===== config.mk =====
export PLATFORM = sky130hd
export DESIGN_NAME = uart_frame_tx
export DESIGN_NICKNAME = d
export VERILOG_FILES = /design/src/rtl/uart_frame_tx_pkg.sv /design/src/rtl/uart_frame_tx_word_fifo.sv /design/src/rtl/uart_frame_tx.sv
export SDC_FILE = /design/constraint.sdc
export NUM_CORES = 2
export LEC_CHECK = 0
export CAP_MARGIN = 0
export CORE_AREA = 2 2 366 368
export CTS_CLUSTER_SIZE = 24
export DETAILED_ROUTE_END_ITERATION = 8
export DIE_AREA = 0 0 368 370
export PLACE_DENSITY = 0.8
export SYNTH_ARGS = -nofsm -noshare
export SYNTH_HDL_FRONTEND = slang
export SYNTH_SLANG_ARGS = --single-unit

===== constraint.sdc =====
create_clock -name CLK -period 10.49 [get_ports CLK]
set_input_delay 3.147 -clock CLK [delete_from_list [all_inputs] [get_ports CLK]]
set_output_delay 3.147 -clock CLK [all_outputs]
set_load 0.005 [all_outputs]

===== src/rtl/uart_frame_tx_pkg.sv =====
`default_nettype none
// ============================================================================
// Module : uart_frame_tx_pkg
// Brief  : Shared constants, FSM encoding and parity helper for uart_frame_tx.
// Rev    : 1.0
// ============================================================================
package uart_frame_tx_pkg;

  localparam logic [7:0] SOF_BYTE_DEFAULT = 8'hA5;
  localparam int         MAX_LEN_DEFAULT  = 255;
  localparam int         DESC_W           = 16;

  typedef enum logic [2:0] {
    ST_IDLE   = 3'd0,
    ST_SOF    = 3'd1,
    ST_LEN    = 3'd2,
    ST_PAY_HI = 3'd3,
    ST_PAY_LO = 3'd4,
    ST_PAR    = 3'd5
  } tx_state_t;

  function automatic logic [7:0] word_parity(input logic [15:0] w, input logic odd);
    return odd ? w[15:8] : (w[15:8] ^ w[7:0]);
  endfunction

endpackage
`default_nettype wire


===== src/rtl/uart_frame_tx_word_fifo.sv =====
`default_nettype none
// ============================================================================
// Module : word_fifo
// Brief  : Show-ahead synchronous FIFO; q is the head word whenever !empty.
// Rev    : 1.0
// ============================================================================
module word_fifo #(
  parameter int WIDTH = 16,
  parameter int DEPTH = 128
) (
  input  logic             clk,
  input  logic             rst_n,
  input  logic             push,
  input  logic [WIDTH-1:0] din,
  input  logic             pop,
  output logic [WIDTH-1:0] q,
  output logic             full,
  output logic             empty
);
  localparam int AW = $clog2(DEPTH);

  logic [WIDTH-1:0] mem [DEPTH];
  logic [AW:0]      wr_ptr;
  logic [AW:0]      rd_ptr;

  // Flush is done through the pointers; the array itself needs no reset.
  always_ff @(posedge clk or negedge rst_n) begin
    if (!rst_n) begin
      wr_ptr <= '0;
      rd_ptr <= '0;
    end else begin
      if (push && !full)  wr_ptr <= wr_ptr + 1'b1;
      if (pop  && !empty) rd_ptr <= rd_ptr + 1'b1;
    end
  end

  always_ff @(posedge clk) begin
    if (push && !full) mem[wr_ptr[AW-1:0]] <= din;
  end

  assign q     = mem[rd_ptr[AW-1:0]];
  assign empty = (wr_ptr == rd_ptr);
  assign full  = (wr_ptr[AW] != rd_ptr[AW]) && (wr_ptr[AW-1:0] == rd_ptr[AW-1:0]);

endmodule
`default_nettype wire


===== src/rtl/uart_frame_tx.sv =====
`default_nettype none
// ============================================================================
// Module : uart_frame_tx
// Brief  : Buffers 16-bit payload messages and emits SOF/LEN/payload/parity frames.
// Rev    : 1.0
// ============================================================================
module uart_frame_tx
  import uart_frame_tx_pkg::*;
#(
  parameter int         FIFO_DEPTH = 128,
  parameter logic [7:0] SOF_BYTE   = SOF_BYTE_DEFAULT,
  parameter int         MAX_LEN    = MAX_LEN_DEFAULT
) (
  input  logic        CLK,
  input  logic        RST,
  input  logic [15:0] DATA,
  input  logic        ENA,
  input  logic        LAST,
  input  logic        LAST_AND_ODD,
  output logic        IN_READY,
  output logic [7:0]  tx_data,
  output logic        tx_valid,
  input  logic        tx_ready,
  output logic        BUSY,
  output logic        OVERFLOW
);
  localparam logic [8:0] MAX_LEN_W = 9'(MAX_LEN);

  tx_state_t state, state_nxt;
  logic [7:0] rem, rem_nxt;

  logic        out_of_reset;
  logic [8:0]  asm_len;
  logic [7:0]  asm_par;
  logic        overflow_q;

  logic [DESC_W-1:0] desc0, desc1;
  logic [1:0]        desc_count;

  logic [15:0] fifo_q;
  logic        fifo_full, fifo_empty, fifo_pop;
  logic        desc_pop;

  logic        accept, is_odd, is_last, too_long, word_ok, desc_push;
  logic [8:0]  inc, sum_len, close_len;
  logic [7:0]  word_par, close_par;
  logic [DESC_W-1:0] desc_new;

  assign IN_READY  = out_of_reset && !fifo_full && (desc_count != 2'd2);
  assign accept    = ENA && IN_READY;
  assign is_odd    = LAST_AND_ODD;
  assign is_last   = LAST || LAST_AND_ODD;
  assign inc       = is_odd ? 9'd1 : 9'd2;
  assign sum_len   = asm_len + inc;
  assign too_long  = (sum_len > MAX_LEN_W);
  assign word_ok   = accept && !too_long;
  assign word_par  = word_parity(DATA, is_odd);
  // A dropped last word still closes the message at the length gathered so far.
  assign close_len = word_ok ? sum_len : asm_len;
  assign close_par = word_ok ? (asm_par ^ word_par) : asm_par;
  assign desc_push = accept && is_last && (close_len != 9'd0);
  assign desc_new  = {close_len[7:0], close_par};

  assign OVERFLOW  = overflow_q;

  word_fifo #(.WIDTH(16), .DEPTH(FIFO_DEPTH)) u_word_fifo (
    .clk   (CLK),
    .rst_n (RST),
    .push  (word_ok),
    .din   (DATA),
    .pop   (fifo_pop),
    .q     (fifo_q),
    .full  (fifo_full),
    .empty (fifo_empty)
  );

  always_ff @(posedge CLK or negedge RST) begin
    if (!RST) begin
      out_of_reset <= 1'b0;
      asm_len      <= '0;
      asm_par      <= '0;
      overflow_q   <= 1'b0;
    end else begin
      out_of_reset <= 1'b1;
      if (accept) begin
        if (is_last) begin
          asm_len <= '0;
          asm_par <= '0;
        end else if (word_ok) begin
          asm_len <= sum_len;
          asm_par <= asm_par ^ word_par;
        end
      end
      if ((ENA && !IN_READY) || (accept && too_long)) overflow_q <= 1'b1;
    end
  end

  // Two-entry descriptor queue; desc0 is the head used by the transmitter.
  always_ff @(posedge CLK or negedge RST) begin
    if (!RST) begin
      desc0      <= '0;
      desc1      <= '0;
      desc_count <= 2'd0;
    end else begin
      case ({desc_push, desc_pop})
        2'b10: begin
          if (desc_count == 2'd0) desc0 <= desc_new;
          else                    desc1 <= desc_new;
          desc_count <= desc_count + 2'd1;
        end
        2'b01: begin
          desc0      <= desc1;
          desc_count <= desc_count - 2'd1;
        end
        2'b11: begin
          desc0 <= (desc_count == 2'd1) ? desc_new : desc1;
          desc1 <= desc_new;
        end
        default: ;
      endcase
    end
  end

  always_ff @(posedge CLK or negedge RST) begin
    if (!RST) begin
      state <= ST_IDLE;
      rem   <= '0;
    end else begin
      state <= state_nxt;
      rem   <= rem_nxt;
    end
  end

  always_comb begin
    state_nxt = state;
    rem_nxt   = rem;
    tx_valid  = 1'b0;
    tx_data   = 8'h00;
    fifo_pop  = 1'b0;
    desc_pop  = 1'b0;
    case (state)
      ST_IDLE: begin
        if (desc_count != 2'd0) begin
          state_nxt = ST_SOF;
          rem_nxt   = desc0[15:8];
        end
      end
      ST_SOF: begin
        tx_valid = 1'b1;
        tx_data  = SOF_BYTE;
        if (tx_ready) state_nxt = ST_LEN;
      end
      ST_LEN: begin
        tx_valid = 1'b1;
        tx_data  = desc0[15:8];
        if (tx_ready) state_nxt = ST_PAY_HI;
      end
      ST_PAY_HI: begin
        tx_valid = 1'b1;
        tx_data  = fifo_q[15:8];
        if (tx_ready) begin
          if (rem == 8'd1) begin
            fifo_pop  = 1'b1;
            state_nxt = ST_PAR;
          end else begin
            state_nxt = ST_PAY_LO;
          end
        end
      end
      ST_PAY_LO: begin
        tx_valid = 1'b1;
        tx_data  = fifo_q[7:0];
        if (tx_ready) begin
          fifo_pop  = 1'b1;
          rem_nxt   = rem - 8'd2;
          state_nxt = (rem == 8'd2) ? ST_PAR : ST_PAY_HI;
        end
      end
      ST_PAR: begin
        tx_valid = 1'b1;
        tx_data  = desc0[7:0];
        if (tx_ready) begin
          desc_pop  = 1'b1;
          state_nxt = ST_IDLE;
        end
      end
      default: state_nxt = ST_IDLE;
    endcase
  end

  assign BUSY = (state != ST_IDLE);

endmodule
`default_nettype wire


# Word level (Yosys, flattened, before mapping)
# Memories as Yosys holds them, arrays and structs flattened.
# Index checks and enable logic that the tools add are counted.
[word_totals]
reg_bits = 80
memories = 1
latch_bits = 0
rom_bits = 0
ramBits = 2048
output_inout_bits = 12
wordCells = 108
inputBits = 22
[mem_list]
columns = ["name", "depth", "width", "read_ports", "rd_clocked_by_memory_dff", "write_ports", "line", "text"]
rows = [
  ["u_word_fifo.mem", 128, 16, 1, 0, 1, "uart_frame_tx_word_fifo.sv:22", "logic [WIDTH-1:0] mem [DEPTH];"],
]
[classes]
addsub = 6
magnitude_cmp = 1
n_bitwise = 2
n_eq_ne = 23
shift = 0
div_mod_pow = 0
multipliers = 0
mux = 33
reduce_logical = 31
[ops]
columns = ["operator", "count"]
rows = [
  ["$mux 16", 3],
  ["$pmux 16 s3", 1],
  ["$mux 8", 5],
  ["$pmux 8 s5", 1],
  ["$pmux 16 s2", 1],
  ["$mux 3", 7],
  ["$mux 9", 2],
  ["$ne 2x2->1 const B", 9],
  ["$pmux 3 s6", 1],
  ["$add 8x1->8 const B", 2],
  ["$pmux 8 s2", 1],
  ["$xor 8x8->8", 2],
  ["$logic_and 1x1->1", 11],
  ["$add 9x2->9", 1],
  ["$gt 9x8->1 const B", 1],
  ["$reduce_bool 9->1", 1],
  ["$eq 8x1->1 const B", 1],
  ["$eq 8x2->1 const B", 1],
  ["$eq 8x8->1", 1],
  ["$mux 1", 8],
  ["$reduce_bool 2->1", 4],
  ["$sub 8x2->8 const B", 1],
  ["$eq 7x7->1", 1],
  ["$eq 3x2->1 const B", 2],
  ["other kinds (19)", 28],
]

# Logic depth before layout (Yosys ltp)
[logic_depth]
depth_word = 13
ltp_mapped = 17
ltp_nobuf = 15

# Cells and area by module
# Synthesis repeated with hierarchy kept, for this count alone.
[unflattened]
cells_unflattened = 4259
area_unflattened_um2 = 83989.3
[by_module_without_submodules]
columns = ["module", "cells_per_inst", "area_per_inst_um2", "seq_area_each_um2", "instances"]
rows = [
  ["word_fifo", 3791, 79890.4, 61899.4, 1],
  ["uart_frame_tx", 468, 4098.9, 1601.5, 1],
]

# Worst setup path after synthesis
# Ideal clock, no wire load.
[synth_timing]
path_type = "input port to flip-flop"
start = "input port LAST_AND_ODD"
end = "register desc1[3]"
required_time_ps = 10365
setup_time_ps = 125
path_stages = 16
slack_ps = 3591
n_path_buf = 2
arrival_time_ps = 6774
cell_sequence = "ha_1 -> inv_1 -> fa_1 -> nand3b_1 -> nor3_1 -> xor2_1 -> or2_2 -> clkbuf_1 -> nor3b_1 -> o211a_1 -> a311oi_1 -> ha_1 -> nor2_1 -> a21oi_1 -> clkbuf_1 -> mux2_2"
[synth_between]
elab_chain_cells = 11
elab_cells_between_ends = 20
classes_between = "1 x add/sub; 1 x order compare; 3 x eq/ne; 6 x mux; 1 x bitwise; 8 x reduce/logical"
[synth_lines]
columns = ["element", "line", "text"]
rows = [
  ["start, declared", "uart_frame_tx.sv:19", "input logic LAST_AND_ODD,"],
  ["$mux 2", "uart_frame_tx.sv:53", "assign inc = is_odd ? 9'd1 : 9'd2;"],
  ["$add 9x2->9", "uart_frame_tx.sv:54", "assign sum_len = asm_len + inc;"],
  ["$gt 9x8->1", "uart_frame_tx.sv:55", "assign too_long = (sum_len > MAX_LEN_W);"],
  ["$logic_not 1->1", "uart_frame_tx.sv:56", "assign word_ok = accept && !too_long;"],
  ["$logic_and 1x1->1", "uart_frame_tx.sv:56", ""],
  ["$mux 9", "n/a", ""],
  ["$reduce_bool 9->1", "uart_frame_tx.sv:61", "assign desc_push = accept && is_last && (close_len != 9'd0);"],
  ["$logic_and 1x1->1", "uart_frame_tx.sv:61", ""],
  ["$eq 2x2->1", "uart_frame_tx.sv:105", "case ({desc_push, desc_pop})"],
  ["$ne 2x2->1 (no source line) or $reduce_bool 2->1 (tied branches)", "n/a", ""],
  ["$reduce_and 2->1 (no source line)", "n/a", ""],
  ["end signal, assigned", "uart_frame_tx.sv:108", "else desc1 <= desc_new;"],
  ["end signal, assigned", "uart_frame_tx.sv:117", "desc1 <= desc_new;"],
  ["end, declared", "uart_frame_tx.sv:37", "logic [DESC_W-1:0] desc0, desc1;"],
]
# Several ways; a longest one is shown, not always the timed one. The select of a mux whose other input is x is not followed.
# A chain may end at the register's enable or synchronous reset.

# Worst setup path after layout
[layout_timing]
start = "register u_word_fifo.rd_ptr[1]"
end = "output port tx_data[7]"
[layout_between]
elab_chain_cells = 2
[layout_lines]
columns = ["element", "line", "text"]
rows = [
  ["start, declared", "uart_frame_tx_word_fifo.sv:24", "logic [AW:0] rd_ptr;"],
  ["start signal, assigned", "uart_frame_tx_word_fifo.sv:33", "if (pop && !empty) rd_ptr <= rd_ptr + 1'b1;"],
  ["$mem_v2 128x16", "n/a", ""],
  ["$pmux 8 s5", "uart_frame_tx.sv:141", "case (state)"],
  ["end, declared", "uart_frame_tx.sv:21", "output logic [7:0] tx_data,"],
]
# No other way between the ends.

==> flow_summary_export.csv <==
group,metric,value,unit
setup_path,r2r_start,"u_word_fifo.rd_ptr[3]$_DFFE_PN0P_",
setup_path,r2r_slack,4.50,ns
route,drc,0,
sta,rsz0062_at_grt,"false",
yosys,synth_flop_cell,"edfxtp_1",
clock_tree,path_clk_slew,0.06,ns
floorplanning,io_pins,34,
yosys,synthAdderAreaFrac,0.203,%
clock_tree,clock-sinks,2128,
yosys,netlist_area,0.0839,mm²
pwr,power.total,23000,µW
yosys,synth_compound_area_share,2.72,%
clock_tree,htree_levels,4,
setup_path,r2r_cells,14,
route,vias_per_cell,7.36,
yosys,synth_edf_count,2048,
hold_path,hold_depth,1,
yosys,ys_types,77,
yosys,synth-seq-cells,2128,
placement,portBuffers,33,
yosys,synth_area_leader_cell,"edfxtp_1",
run,maxCapViolations,0,
setup_path,r2r_end,"desc1[1]$_DFFE_PN0P_",
pwr,ir_drop,0.000198,V
yosys,muxShareOfSynthArea,16.4,%
layout,syn2layout_area_growth,11.5,%
setup_path,end_kind,"output port",
pwr,p_sw,6890,µW
hold_path,worstHoldStart,"OVERFLOW$_DFFE_PN0P_",
hold_path,min_path_type,"flip-flop to flip-flop",
sta,hold_viol,0,
sta,drv_slew,0,
sta,setup_violations,0,
hold_path,hold_end,"OVERFLOW$_DFFE_PN0P_",
clock_tree,postCtsHoldBufs,0,
setup_path,cp.required,7.34,ns
sta,min_period,9.10,ns
clock_tree,cts_root_buf,"clkbuf_16",
pwr,leakagePower,0.0297,µW
clock_tree,post_cts_buffers,0,
route,wl_per_cell,37.9,µm
placement,gp_congestion,0.965,
layout,nNetsFinal,4237,
sta,max-slew-margin-rel,6.51,%
pwr,seq_power_share,42.4,%
clock_tree,clk_latency,0.85,ns
setup_path,cp-start-kind,"flip-flop",
yosys,synth_top_area_share,73.3,%
global_routing,grt_pass1_wl,330,mm
layout,final_layout_size_suffix_gt1_share,25.6,%
clock_tree,ctsResizeCount,0,
route,ant_nets,0,
global_routing,grt_pass1_vias,44800,
yosys,ys_top_cells_by_area,"edfxtp_1 (73%), mux4_2 (15%), dfrtp_1 (2.4%)",
sta,timing.final.crit_share,86.7,%
floorplanning,die-area,0.136,mm²
pwr,p_comb_share,25.4,%
route,drt_iter0_markers,7721,
yosys,synth_top_family_by_area,"multiplexers",
yosys,yosysWarnings,0,
status,outcome,"complete, no violations",
route,drt_wl_total,233,mm
yosys,syn_inst,3983,
yosys,synth_xor_xnor_area_share,0.501,%
setup_path,path_class,"flip-flop to output port",
pwr,power.density,245,mW/mm²
floorplanning,initial_core_util,63.4,%
sta,tns,0,ns
sta,tightest_slew,1.40,ns
setup_path,worst_ep_arrival_time,5.95,ns
pwr,clkPwrFrac,32.2,%
clock_tree,clk_path_buf_depth,3,
sta,skew,0.0651,ns
setup_path,cp_max_fo,50,
floorplanning,fp-row-count,134,
yosys,syn_nets,4018,
yosys,async_reset_ff_share,3.76,%
pwr,p_int,16100,µW
yosys,yosys.area_share.simple,2.82,%
pwr,switching_share,30.0,%
global_routing,track_usage,34.6,%
yosys,synth_seq_area_share,75.7,%
floorplanning,dieWidth,368,µm
floorplanning,die_y,370,µm
global_routing,antenna_found_initial,11,
route,vias,45300,
global_routing,grt_max_degree,94,
clock_tree,cts_tree,"done",
clock_tree,cts_made_buffers,201,
route,drt-pass1-iter-count,9,
placement,dp.final_hpwl,127,mm
floorplanning,core,0.132,mm²
sta,fmax,110,MHz
global_routing,grt_overflow,0,
yosys,avgSynthCellArea,21.1,µm²
[worst max path at each step]
| stage | from | slack (ns) | to |
|---|---|---|---|
| 2_1_floorplan | LAST_AND_ODD | 3.59 | desc1[3]$_DFFE_PN0P_ |
| 3_3_place_gp | LAST_AND_ODD | 1.75 | desc1[7]$_DFFE_PN0P_ |
| 3_5_place_dp | LAST_AND_ODD | 1.57 | desc1[1]$_DFFE_PN0P_ |
| 4_1_cts | u_word_fifo.rd_ptr[0]$_DFFE_PN0P_ | 1.68 | tx_data[7] |
| 5_1_grt | u_word_fifo.rd_ptr[1]$_DFFE_PN0P_ | 1.38 | tx_data[7] |
| 6_report | u_word_fifo.rd_ptr[1]$_DFFE_PN0P_ | 1.39 | tx_data[7] |
[critical path: stages (launching register included)]
cell             delay (ns)
dfrtp_4                0.98
buf_4                  0.75
mux4_2                 0.46
mux4_2                 0.50
o221a_2                0.35
a22oi_1                0.49
o221ai_1               0.45
a31oi_1                0.27
o21ai_1                0.09
clkdlybuf4s50_1        0.64
[cell usage after synthesis, drive strengths merged (4+ instances only)]
cell,number
a211oi,13
a21o,6
a21oi,53
a221oi,24
a22o,10
a22oi,37
a2bb2oi,10
a31oi,13
and2,9
and3,13
buf,137
clkbuf,93
dfrtp,80
edfxtp,2048
ha,12
inv,19
mux2,30
mux2i,121
mux4,544
nand2,103
nand2b,16
nand3,48
nand3b,4
nand4,8
nor2,216
nor2b,35
nor3,26
nor3b,5
nor4,21
o2111ai,5
o211ai,10
o21ai,78
o221ai,6
o22ai,20
o31ai,13
or2,4
xnor2,32
xor2,16
[layout by cell type, fill, tap and decap left out, drive strengths merged, types with 6 or more instances in the layout]
master         Yosys  final
nand2            103    103
mux2              30     30
nor2b             35     35
and2               9      9
a22o              10     10
xor2              16     16
a221oi            24     24
bufinv             0     21
and3              13     13
nor2             216    216
mux2i            121    121
o31ai             13     13
clkdlybuf4s50      0     16
o211ai            10     10
clkbuf            93    251
o21ai             78     78
nor4              21     21
xnor2             32     32
a211oi            13     13
dfrtp             80     80
o221ai             6      6
clkinvlp           0      8
nand3             48     48
buf              137    230
nand4              8      8
o22ai             20     20
a21o               6      6
a2bb2oi           10     10
edfxtp          2048   2048
nand2b            16     16
a31oi             13     13
inv               19     25
nor3              26     26
a21oi             53     53
a22oi             37     37
mux4             544    544
diode              0      6
ha                12     12
clkinv             0     89
[routing by layer]
layer / vias up / wire (µm) / global-route usage [%]
met5: - / 117 / 0
met4: 14 / 14000 / 17.1
met3: 851 / 32300 / 11.2
met2: 4213 / 109000 / 52.9
met1: 23100 / 77500 / 45.5
li1: 17000 / - / -
[metrics by stage]
| step | setup WS (ns) | util, % | hold slack [ns] | cells | cell area, µm² |
|---|---|---|---|---|---|
| after floorplan | 3.59 | - | 0.459 | 3983 | 83900 |
| after global placement | 1.75 | 65.6 | 0.454 | 5765 | 86900 |
| after detailed placement | 1.57 | 65.6 | 0.455 | 5766 | 86900 |
| after CTS | 1.68 | 70.6 | 0.473 | 6141 | 93600 |
| after global routing | 1.38 | 70.7 | 0.509 | 6142 | 93600 |
| final | 1.39 | 70.7 | 0.467 | 6148 | 93600 |
[final cells by class]
type	instances	area, µm²
inverters	19	71.3
repair buffers	246	2030
multi-input cells	1606	19100
clock buffers	251	5330
clock inverters	124	1340
fillers	7220	38800
diodes	6	15.0
well taps	1768	2210
flip-flops and latches	2128	63500
[state kept, by name (all words and copies together) (netlist names), 3 cells and up]
name,count
u_word_fifo.mem,2048
desc0,16
desc1,16
asm_len,9
asm_par,8
rem,8
u_word_fifo.rd_ptr,8
u_word_fifo.wr_ptr,8
state,3
[cells by family (layout without fill, tap and decap cells)]
| kind of cell | after synthesis | after routing |
|---|---|---|
| mux | 695 | 695 |
| xor+xnor | 48 | 48 |
| flops | 2128 | 2128 |
| other cells | 1 | 7 |
| simple gates | 515 | 515 |
| compound gates | 334 | 334 |
| fa+ha+maj | 13 | 13 |
| buf+inv | 249 | 640 |
[power groups by stage]
stage	Sequential [µW]	Clock, µW	Combinational [µW]
after floorplan	9720	0	3870
after global placement	9890	0	5430
after detailed placement	9900	0	5500
after CTS	9730	7410	5670
after global routing	9740	7690	5970
final	9740	7390	5820
Power figures use the tool's default switching activity.
